[config.mk]
export PLATFORM = sky130hd
export DESIGN_NAME = rr_prio_enc
export DESIGN_NICKNAME = d
export VERILOG_FILES = /design/src/rtl/rr_prio_enc.sv
export SDC_FILE = /design/constraint.sdc
export NUM_CORES = 1
export LEC_CHECK = 0
export ABC_AREA = 1
export BUFFER_PORTS_ARGS = -buffer_cell sky130_fd_sc_hd__buf_2
export CAP_MARGIN = 20
export CORE_AREA = 3 3 40 42
export CTS_CLUSTER_SIZE = 20
export DETAILED_ROUTE_END_ITERATION = 8
export DIE_AREA = 0 0 43 45
export GPL_TIMING_DRIVEN = 0
export RECOVER_POWER = 25
export SYNTH_ARGS = -nofsm -noshare
export SYNTH_HDL_FRONTEND = slang
export SYNTH_SLANG_ARGS = --single-unit
[constraint.sdc]
create_clock -name clk -period 2.2 [get_ports clk]
set_input_delay 0.22 -clock clk [delete_from_list [all_inputs] [get_ports clk]]
set_output_delay 0.22 -clock clk [all_outputs]
set_load 0.02 [all_outputs]
[src/rtl/rr_prio_enc.sv]
// ============================================================================
// Module   : rr_prio_enc
// Brief    : Registered N-line priority encoder with valid/ack handshake.
//            Define RR_PRIO_ENC_ROUND_ROBIN_EN for round-robin arbitration;
//            otherwise the highest set request index wins.
// Revision : 1.0 - initial release
// ============================================================================
`default_nettype none

module rr_prio_enc #(
  parameter int N = 4,
  parameter int W = 2
) (
  input  logic         clk,
  input  logic         rst,
  input  logic [N-1:0] req,
  input  logic         ack,
  output logic         valid,
  output logic [W-1:0] idx,
  output logic [N-1:0] grant
);

  localparam logic [0:0] S_IDLE  = 1'b0;
  localparam logic [0:0] S_GRANT = 1'b1;

  logic [0:0]   state;
  logic         any_req;
  logic [W-1:0] win;
  logic [N-1:0] win_oh;

  assign any_req = |req;
  assign valid   = (state == S_GRANT);

`ifdef RR_PRIO_ENC_ROUND_ROBIN_EN
  logic [W-1:0]   ptr;
  logic [W-1:0]   idx_inc;
  logic [W-1:0]   base;
  logic [2*N-1:0] req2;
  logic [N-1:0]   rot;
  logic [W:0]     sum;
  logic           found;

  // Wrap explicitly so non-power-of-two N never yields an index >= N.
  assign idx_inc = (idx == W'(N - 1)) ? '0 : idx + W'(1);
  // A back-to-back grant must already see the pointer advanced past idx.
  assign base    = (state == S_GRANT) ? idx_inc : ptr;
  assign req2    = {req, req};

  always_comb begin
    rot   = N'(req2 >> base);
    win   = '0;
    sum   = '0;
    found = 1'b0;
    for (int k = 0; k < N; k++) begin
      if (!found && rot[k]) begin
        found = 1'b1;
        sum   = {1'b0, base} + (W+1)'(k);
        if (sum >= (W+1)'(N)) begin
          sum = sum - (W+1)'(N);
        end
        win = sum[W-1:0];
      end
    end
  end
`else
  always_comb begin
    win = '0;
    for (int i = 0; i < N; i++) begin
      if (req[i]) begin
        win = W'(i);
      end
    end
  end
`endif

  always_comb begin
    win_oh = '0;
    for (int i = 0; i < N; i++) begin
      win_oh[i] = (win == W'(i));
    end
  end

  always_ff @(posedge clk) begin
    if (rst) begin
      state <= S_IDLE;
      idx   <= '0;
      grant <= '0;
`ifdef RR_PRIO_ENC_ROUND_ROBIN_EN
      ptr   <= '0;
`endif
    end else begin
      case (state)
        S_IDLE: begin
          if (any_req) begin
            state <= S_GRANT;
            idx   <= win;
            grant <= win_oh;
          end
        end
        S_GRANT: begin
          if (ack) begin
`ifdef RR_PRIO_ENC_ROUND_ROBIN_EN
            ptr <= idx_inc;
`endif
            if (any_req) begin
              idx   <= win;
              grant <= win_oh;
            end else begin
              state <= S_IDLE;
              grant <= '0;
            end
          end
        end
        default: begin
          state <= S_IDLE;
          grant <= '0;
        end
      endcase
    end
  end

endmodule

`default_nettype wire

# Yosys cells after proc, flatten, opt, wreduce, memory -nomap -nowiden
# Cells that the tools add are included.
# classes
n_lt_le_gt_ge	0
n_bitwise	1
n_addsub	0
eq_ne	5
mux	13
div_mod_pow	0
multipliers	0
shifts	0
n_reduce_logical	3
# ops
operator	n
$mux 4	3
$mux 2	4
$pmux 4 s2	1
$eq 2x2->1 const B	2
$ne 2x2->1 const B	2
$pmux 2 s2	1
$reduce_or 4->1	1
$mux 1	3
$eq 2x1->1 const B	1
$logic_not 2->1	1
$pmux 1 s2	1
$reduce_and 2->1	1
$not 1->1	1
# totals
mem_bits_rw	0
rom_bits	0
reg_bits	7
latchBits	0
n_memories	0
input_bits	7

# Longest topological paths before layout
# logic_depth
word_depth	7
ltp_mapped	7

# Worst setup path before layout
# Ideal clock, no wire load.
# synth_path
path_kind	register -> register
from	register state, in the netlist valid
to	register grant[1]
setup_slack_ns	1.199
t_arrival_ns	0.888
setup_ns	0.113
path_buffers	0
path_stages_with_launch	6
cell_sequence	dfxtp_1 > nand2_1 > nand2_2 > nand2_1 > nand2_1 > nor2_1
# synth_via
elab_chain_len	3
elab_cells_between_ends	5
classes_between	2 x eq/ne; 1 x mux; 1 x bitwise; 1 x reduce/logical
# synth_rtl
element	line	rtl
from (decl)	26	logic [0:0] state;
from (signal assigned)	85	state <= S_IDLE;
from (signal assigned)	95	state <= S_GRANT;
from (signal assigned)	109	state <= S_IDLE;
$not 1->1	n/a	
$ne 2x2->1 (no source line)	n/a	
$reduce_and 2->1 (no source line)	n/a	
to (signal assigned)	97	grant <= win_oh;
to (signal assigned)	107	grant <= win_oh;
to (decl)	20	output logic [N-1:0] grant
# Parallel ways exist; a longest one is shown, timed or not.
# A chain may end at the register's enable or synchronous reset.

# Final worst setup path
# layout_path
from	register state, in the netlist valid
to	register grant[3]
# The elaborated chain is that of the path after synthesis.

==> metrics <==
buffers from clock root to sink, at most=2; post-synth cell types=12; worst hold path type=in -> reg; vias in the first global route=283; Synth warnings=0; r2r endpoint=grant[3]; worst-path fanout max=7; die width=43 µm; Hold Startpoint=rst; die area=1940 µm²; Crit. End Element=register; final worst path period share=0.484; cts bufs inserted=3; Worst slew margin=0.823; Finish-stage setup viols=0; fmax=940 MHz; syn nets=52; R2R setup slack=1140 ps; Cells after Synth=45; Startpoint Class=register; Skew-Pair Late Insertion Delay=250 ps; Clock Skew=1.42 ps; Clk pin slew, worst setup/hold paths=60 ps; clk root buf=clkbuf_4; reg2reg path depth=5; dpl hpwl=553 µm; chip height=45 µm; drt first-iter violations=6; Rows=13; hold-fix buffers at CTS=0; post-CTS setup buffers=0; share of cells above drive strength 1=0.323; Initial Util=0.260; reg-to-reg critical path startpoint=valid; clock sink count=7; Syn Area/Cell=7.42 µm²; post-synthesis sequential area ratio=0.419; initial antenna violation count=0; WL/cell=9.31 µm; fillers=149; total leakage power=0.225 nW; Tot Pwr=0.317 mW; Post-Syn Area=334 µm²; maximum vdd drop=0.169 mV; DRT antenna net count=0; run status=finished clean; first-pass GRT wire length=1140 µm; Area growth syn-to-layout=28.5%; GRT Overall Usage=0.0824; io pins=14; routability cong.=0.710; DRT Pass-1 Iters=4; flops & latches, synth=7; Slew Limit Fails=0; WS Path Type=reg -> reg; Via Count=324; core footprint=1280 µm²; Post-route DRC=0; max_cap viols=0; fin nets=70; actual slew at the worst max-slew pin=264 ps; largest net degree at the start of global routing=8; final setup TNS=0 ps; Buffers on Ports=13; Hold Path Depth=2; H-tree Lvls=1; grt ovf=0; Tmin final=1060 ps; RSZ-0062 raised after global routing=no; PD cells=738 nW/µm²; register area=140 µm²; CP required=2340 ps; CTS tree=done; Final Hold Vio Count=0; Hold Path Sink=grant[0]; post-cts resize count=0; WP data arrival=1210 ps; drt via density=4.21; antenna cells=0; drt total wl=717 µm; multi-input logic area=164 µm²
[layout make-up]
| type | count | area share |
|---|---|---|
| multi-input cells | 34 | 0.382 |
| clock buffers | 4 | 0.0612 |
| inverters | 4 | 0.0350 |
| well taps | 15 | 0.0437 |
| flip-flops and latches | 7 | 0.327 |
| repair buffers | 13 | 0.152 |
[power by group]
| part | internal, mW | switching (mW) |
|---|---|---|
| combinational | 0.0210 | 0.0376 |
| sequential | 0.136 | 0.00381 |
| clock | 0.0693 | 0.0490 |
[kinds of logic (layout without fill, tap and decap cells)]
| family | count (synthesis) | count (layout) | share of synthesized area |
|---|---|---|---|
| AO/OA/AOI/OAI | 7 | 7 | 0.105 |
| buffers and inverters | 4 | 21 | 0.0449 |
| flip-flops | 7 | 7 | 0.419 |
| AND/OR/NAND/NOR | 27 | 27 | 0.431 |
[worst max-delay path, stage by stage, from the launching register on]
cell	delay, ps
dfxtp_1	340
nand2_1	140
nand2_1	260
nand3b_1	110
nand2_1	70
nor2_1	40
[metal layers]
metal  share of wire  global-route usage
met5               0                   0
met2            0.43               0.117
met1            0.47              0.0964
met3           0.096              0.0558
met4               0              0.0361
[metrics by stage]
stage          setup WS (ps)  instances  cell area [µm²]  hold WS [ps]  utilization
2_1_floorplan           1200         45              334           289            -
3_3_place_gp            1200         73              418           409        0.325
3_5_place_dp            1190         73              418           409        0.325
4_1_cts                 1140         77              444           143        0.346
5_1_grt                 1010         77              429           139        0.334
6_report                1140         77              429           151        0.334
[flip-flops by register name, indices dropped and copies added, names as in the netlist]
signal,cells
idx,2
grant,4
valid,1
[worst max path at each step]
stage                     startpoint  endpoint  slack [ps]
after global placement        req[3]  grant[1]        1200
after global routing           valid  grant[2]        1010
final                          valid  grant[3]        1140
after CTS                      valid     valid        1140
after floorplan                valid  grant[1]        1200
after detailed placement      req[3]  grant[1]        1190
[synth_stat cells]
master    count  area share
nand2_4       2       0.067
nand2_2       2       0.037
nor2_1        6       0.067
nand3b_1      3       0.067
inv_1         4       0.045
nand4_1       1       0.019
o21ai_0       1       0.015
dfxtp_1       7        0.42
nand2_1       8       0.090
nor2_2        2       0.037
nand3_1       3       0.045
a21oi_1       6       0.090
[cell usage in the layout (no fill, tap or decap), drive strengths merged]
cell / synthesis / final
buf: 0 / 13
nand2: 12 / 12
nor2: 8 / 8
dfxtp: 7 / 7
a21oi: 6 / 6
inv: 4 / 4
clkbuf: 0 / 4
nand3b: 3 / 3
nand3: 3 / 3
o21ai: 1 / 1
nand4: 1 / 1
No activity file was read; power rests on OpenSTA's default activity.
